File: src/rtl/bus_pkg.sv
// Shared defaults and FSM encoding for the bus arbiter slice.
package bus_pkg;

  localparam int unsigned ARRAY_SIZE_DEF = 16;
  localparam int unsigned LEN_W_DEF      = 4;

  typedef enum logic {
    IDLE  = 1'b0,
    BURST = 1'b1
  } state_t;

endpackage

File: src/rtl/bus_arbiter_if.sv
// Request/grant/bus-drive signal bundle between requesters and the arbiter.
interface bus_arbiter_if
  import bus_pkg::*;
#(
  parameter int unsigned ARRAY_SIZE = ARRAY_SIZE_DEF,
  parameter int unsigned LEN_W      = LEN_W_DEF
) ();

  localparam int unsigned IDX_W = $clog2(ARRAY_SIZE);

  logic                        en;
  logic [ARRAY_SIZE-1:0]       req;
  logic [ARRAY_SIZE*LEN_W-1:0] len;
  logic                        stall;
  logic [ARRAY_SIZE-1:0]       grant;
  logic [ARRAY_SIZE-1:0]       bus_valid;
  logic [ARRAY_SIZE-1:0]       done;
  logic                        busy;
  logic [IDX_W-1:0]            owner;

  modport master (
    output en, req, len, stall,
    input  grant, bus_valid, done, busy, owner
  );

  modport slave (
    input  en, req, len, stall,
    output grant, bus_valid, done, busy, owner
  );

endinterface

File: src/rtl/bus_arbiter_rr_picker.sv
// Combinational round-robin search: first set req bit at or above rr_ptr, wrapping.
module rr_picker
  import bus_pkg::*;
#(
  parameter  int unsigned ARRAY_SIZE = ARRAY_SIZE_DEF,
  localparam int unsigned IDX_W      = $clog2(ARRAY_SIZE)
) (
  input  logic [ARRAY_SIZE-1:0] req,
  input  logic [IDX_W-1:0]      rr_ptr,
  output logic [ARRAY_SIZE-1:0] winner,
  output logic [IDX_W-1:0]      index,
  output logic                  any_valid
);

  always_comb begin
    int unsigned k;
    winner    = '0;
    index     = '0;
    any_valid = 1'b0;
    k         = 0;
    for (int unsigned i = 0; i < ARRAY_SIZE; i++) begin
      k = (32'(rr_ptr) + i) % ARRAY_SIZE;
      if (!any_valid && req[k]) begin
        any_valid = 1'b1;
        index     = IDX_W'(k);
        winner[k] = 1'b1;
      end
    end
  end

endmodule

File: src/rtl/bus_arbiter.sv
// Round-robin burst arbiter: grants one requester for len beats, stall holds the burst.
module bus_arbiter
  import bus_pkg::*;
#(
  parameter int unsigned ARRAY_SIZE = ARRAY_SIZE_DEF,
  parameter int unsigned LEN_W      = LEN_W_DEF
) (
  input logic          clk,
  input logic          rst_n,
  bus_arbiter_if.slave bus
);

  localparam int unsigned IDX_W = $clog2(ARRAY_SIZE);

  state_t                state, state_nx;
  logic [ARRAY_SIZE-1:0] grant_q, grant_nx;
  logic [IDX_W-1:0]      owner_q, owner_nx;
  logic [LEN_W-1:0]      cnt_q, cnt_nx;
  logic [IDX_W-1:0]      rr_ptr_q, rr_ptr_nx;

  logic [ARRAY_SIZE-1:0] pick_onehot;
  logic [IDX_W-1:0]      pick_idx;
  logic                  pick_any;
  logic [LEN_W-1:0]      win_len;
  logic                  beat;
  logic                  last_beat;

  rr_picker #(
    .ARRAY_SIZE (ARRAY_SIZE)
  ) u_picker (
    .req       (bus.req),
    .rr_ptr    (rr_ptr_q),
    .winner    (pick_onehot),
    .index     (pick_idx),
    .any_valid (pick_any)
  );

  assign win_len   = bus.len[32'(pick_idx)*LEN_W +: LEN_W];
  assign beat      = (state == BURST) && !bus.stall;
  assign last_beat = beat && (cnt_q == LEN_W'(1));

  always_ff @(posedge clk or negedge rst_n) begin
    if (!rst_n) begin
      state    <= IDLE;
      grant_q  <= '0;
      owner_q  <= '0;
      cnt_q    <= '0;
      rr_ptr_q <= '0;
    end else begin
      state    <= state_nx;
      grant_q  <= grant_nx;
      owner_q  <= owner_nx;
      cnt_q    <= cnt_nx;
      rr_ptr_q <= rr_ptr_nx;
    end
  end

  always_comb begin
    state_nx  = state;
    grant_nx  = grant_q;
    owner_nx  = owner_q;
    cnt_nx    = cnt_q;
    rr_ptr_nx = rr_ptr_q;
    if (state == IDLE) begin
      if (bus.en && pick_any) begin
        state_nx = BURST;
        grant_nx = pick_onehot;
        owner_nx = pick_idx;
        // A programmed length of zero still moves one beat
        cnt_nx   = (win_len == '0) ? LEN_W'(1) : win_len;
      end
    end else if (beat) begin
      if (last_beat) begin
        state_nx  = IDLE;
        grant_nx  = '0;
        owner_nx  = '0;
        cnt_nx    = '0;
        rr_ptr_nx = (owner_q == IDX_W'(ARRAY_SIZE - 1)) ? '0 : owner_q + 1'b1;
      end else begin
        cnt_nx = cnt_q - 1'b1;
      end
    end
  end

  // bus_valid and done stay combinational so the data buses see them in the beat cycle
  assign bus.grant     = grant_q;
  assign bus.bus_valid = grant_q & {ARRAY_SIZE{~bus.stall}};
  assign bus.done      = last_beat ? grant_q : '0;
  assign bus.busy      = (state == BURST);
  assign bus.owner     = owner_q;

endmodule

File: src/flat_wrapper.sv
// flat-port wrapper written by rule: the top's interface ports become plain ports
module bus_arbiter_flat import bus_pkg::*;
#(
  parameter int unsigned ARRAY_SIZE = ARRAY_SIZE_DEF,
  parameter int unsigned LEN_W      = LEN_W_DEF
)
  (clk, rst_n, bus_en, bus_req, bus_len, bus_stall, bus_grant, bus_bus_valid, bus_done, bus_busy, bus_owner);
  bus_arbiter_if #(.ARRAY_SIZE(ARRAY_SIZE), .LEN_W(LEN_W)) bus_i ();
  input logic clk;
  input logic rst_n;
  input wire logic [$bits(bus_i.en)-1:0] bus_en;
  input wire logic [$bits(bus_i.req)-1:0] bus_req;
  input wire logic [$bits(bus_i.len)-1:0] bus_len;
  input wire logic [$bits(bus_i.stall)-1:0] bus_stall;
  output wire logic [$bits(bus_i.grant)-1:0] bus_grant;
  output wire logic [$bits(bus_i.bus_valid)-1:0] bus_bus_valid;
  output wire logic [$bits(bus_i.done)-1:0] bus_done;
  output wire logic [$bits(bus_i.busy)-1:0] bus_busy;
  output wire logic [$bits(bus_i.owner)-1:0] bus_owner;
  assign bus_i.en = bus_en;
  assign bus_i.req = bus_req;
  assign bus_i.len = bus_len;
  assign bus_i.stall = bus_stall;
  assign bus_grant = bus_i.grant;
  assign bus_bus_valid = bus_i.bus_valid;
  assign bus_done = bus_i.done;
  assign bus_busy = bus_i.busy;
  assign bus_owner = bus_i.owner;
  bus_arbiter #(.ARRAY_SIZE(ARRAY_SIZE), .LEN_W(LEN_W)) u_core (.clk(clk), .rst_n(rst_n), .bus(bus_i));
endmodule
File: config.mk
export PLATFORM = sky130hd
export DESIGN_NAME = bus_arbiter_flat
export DESIGN_NICKNAME = d
export VERILOG_FILES = /design/src/rtl/bus_pkg.sv /design/src/rtl/bus_arbiter_if.sv /design/src/rtl/bus_arbiter_rr_picker.sv /design/src/rtl/bus_arbiter.sv /design/src/flat_wrapper.sv
export SDC_FILE = /design/constraint.sdc
export NUM_CORES = 1
export LEC_CHECK = 0
export ABC_AREA = 1
export ABC_CLOCK_PERIOD_IN_PS = 12000
export CORE_MARGIN = 2
export CORE_UTILIZATION = 45
export CTS_BUF_LIST = sky130_fd_sc_hd__clkbuf_4 sky130_fd_sc_hd__clkbuf_8
export DETAILED_ROUTE_END_ITERATION = 12
export PLACE_DENSITY = 0.79
export SYNTH_ARGS = -nofsm -noshare
export SYNTH_HDL_FRONTEND = slang
export SYNTH_SLANG_ARGS = --single-unit
export TNS_END_PERCENT = 50
File: constraint.sdc
create_clock -name clk -period 12 [get_ports clk]
set_input_delay 3 -clock clk [delete_from_list [all_inputs] [get_ports clk]]
set_output_delay 3 -clock clk [all_outputs]
set_load 0.05 [all_outputs]
==> reports/qor.yml <==
yosysSeqAreaShare_pct: 11.8
async_flop_share_pct: 100
r2r.worst_path.cells: 30
path_clk_slew_ns: 0.06
drc_errors: 0
fin_crit_ns: 8.78
diodes: 0
slew_headroom_pct: 17.2
yosys_register_bits: 29
io_buffers: 136
dr.pass1.iters: 9
gr-usage-all-layers_pct: 34.8
cts_hold_buf: 0
netlist_area_mm2: 0.00617
cp-startpoint: "bus_stall"
vias: 8627
drv_cap: 0
clockBufferDepth: 2
finalHoldViolations: 0
postCtsSetupBuffers: 0
cts_buffers: 5
cp-end-kind: "output port"
tightest_slew_ns: 1.24
drive_above_1_share_pct: 5.15
critPathCapture: "bus_done[6]"
first_iter_violations: 1284
status: "finished clean"
crit_arrival_ns: 5.78
placed_cells: 1429
core_area_mm2: 0.0133
period_share_pct: 73.1
initial_core_util_pct: 46.4
wire_per_inst_um: 18.1
fin_nets: 1360
ys.flop_type: "dfrtp_1"
root_buffer: "clkbuf_8"
place_hpwl_um: 19000
tritoncts: "done"
maxSlewViolCount: 0
ant_nets: 0
worstSkewPairLatency_ns: 0.29
rsz0062_at_grt: "false"
rows: 42
grt_max_degree: 35
timing.rr.start: "u_core.rr_ptr_q[0]$_DFFE_PN0P_"
ys_warn_count: 0
hp-class: "reg2reg"
cts_resized: 0
cts_max_level: 2
avgSynthCellArea_um2: 5.28
layout_common_cells: "nand2_1 (357), nand3_1 (175), nor2_1 (162), clkdlybuf4s50_1 (136), inv_1 (100)"
fin_cells: 1437
grt_pass1_wl_um: 41100
r2r-end: "u_core.cnt_q[0]$_DFFE_PN0P_"
antenna_found_initial: 0
r2r_setup_slack_ns: 5.05
die_y_um: 121
grt_overflow_total: 0
final_common_cell: "nand2_1"
cp-start-kind: "input port"
cp_data_required_time_ns: 9.00
fin_skew_ns: 0.0108
syn_nets: 1268
area_growth_pct: 23.5
setup_tns_ns: 0
synthCells: 1168
drt_wl_total_um: 26100
vias_per_cell: 6.00
path_max_fanout: 17
grt_pass1_vias: 8006
synth_enable_flop_cells: 0
gp_routability_congestion: 1.07
crit_type: "in2out"
netlist-cell-type-count: 43
setup_violations: 0
fp.dieW_um: 121
fmax_mhz: 114
cts_num_sinks: 29
die_area_mm2: 0.0147
io_pins: 137
==> worst min-delay path by stage <==
stage | from | endpoint | slack, ns | depth (start not counted)
finish | u_core.cnt_q[0]$_DFFE_PN0P_ | u_core.cnt_q[0]$_DFFE_PN0P_ | 0.56 | 2
global route | u_core.bus.grant[1]$_DFFE_PN0P_ | u_core.bus.grant[1]$_DFFE_PN0P_ | 0.60 | 2
CTS | u_core.cnt_q[0]$_DFFE_PN0P_ | u_core.cnt_q[0]$_DFFE_PN0P_ | 0.56 | 2
detailed placement | u_core.cnt_q[0]$_DFFE_PN0P_ | u_core.cnt_q[0]$_DFFE_PN0P_ | 0.55 | 2
global placement | u_core.bus.owner[1]$_DFFE_PN0P_ | u_core.bus.owner[1]$_DFFE_PN0P_ | 0.54 | 2
floorplan | u_core.cnt_q[0]$_DFFE_PN0P_ | u_core.cnt_q[0]$_DFFE_PN0P_ | 0.51 | 2
==> layer usage <==
layer  wire length [µm]  track usage [%]  vias up
li1                   -                -     4067
met3               3670             9.77      138
met1              10200             46.6     3737
met5                  0                0        -
met4               1170             12.4        0
met2              11000             53.3      685
==> cells in the mapped netlist (4+ instances only) <==
cell type | instances | area, µm²
dfrtp_1 | 29 | 726
ha_1 | 16 | 200
o21ai_0 | 54 | 270
o21ai_1 | 5 | 25.0
nand2_1 | 357 | 1340
clkbuf_1 | 29 | 109
a221oi_1 | 9 | 78.8
nand4_2 | 4 | 50.1
clkinv_1 | 5 | 18.8
buf_2 | 13 | 65.1
buf_6 | 5 | 56.3
nor3_1 | 5 | 25.0
inv_1 | 100 | 375
o22ai_1 | 13 | 81.3
nand4_1 | 14 | 87.6
buf_4 | 5 | 37.5
nor2_2 | 5 | 31.3
nand3_1 | 175 | 876
o2111ai_1 | 35 | 307
xor2_1 | 4 | 35.0
nor2_1 | 163 | 612
o221ai_1 | 4 | 35.0
a21oi_1 | 60 | 300
nor2_4 | 6 | 67.6
nand2_2 | 8 | 50.1
inv_2 | 20 | 75.1
==> final cells by class <==
cell class,instances,area (µm²)
Timing Repair Buffer,139,1380
Inverter,125,469
Sequential cell,29,726
Fill cell,1378,5670
Clock buffer,7,90.1
Multi-Input combinational cell,960,4700
Tap cell,176,220
Clock inverter,1,30.0
==> metrics by stage <==
step | cell area (µm²) | setup slack [ns] | hold slack [ns] | util, %
after floorplan | 6170 | 4.22 | 0.509 | -
after global placement | 7500 | 3.39 | 0.537 | 56.4
after detailed placement | 7500 | 3.26 | 0.546 | 56.4
after CTS | 7620 | 3.24 | 0.561 | 57.3
after global routing | 7620 | 3.06 | 0.603 | 57.3
final | 7620 | 3.22 | 0.560 | 57.3
==> state kept, by name, indices dropped and copies added (netlist names) <==
signal / cells
u_core.bus.busy: 1
u_core.bus.grant: 16
u_core.bus.owner: 4
u_core.cnt_q: 4
u_core.rr_ptr_q: 4
==> logic make-up after synthesis <==
kind of cell | synth area share, %
DFF | 11.8
buffers and inverters | 12.1
adders and majority gates | 3.24
xor gates and xnor gates | 1.28
AOI/OAI and AO/OA | 19.3
and+or+nand+nor | 52.3
==> worst max-delay path, cell delays in order <==
cell	delay, ns
clkdlybuf4s50_1	0.74
nor2_1	0.27
and3_1	0.40
inv_1	0.35
nor2_1	0.18
clkdlybuf4s50_1	0.83
Power is left out: the tool's default activity adds up to more than one toggle a clock period on the data nets, which glitch-free logic cannot reach.
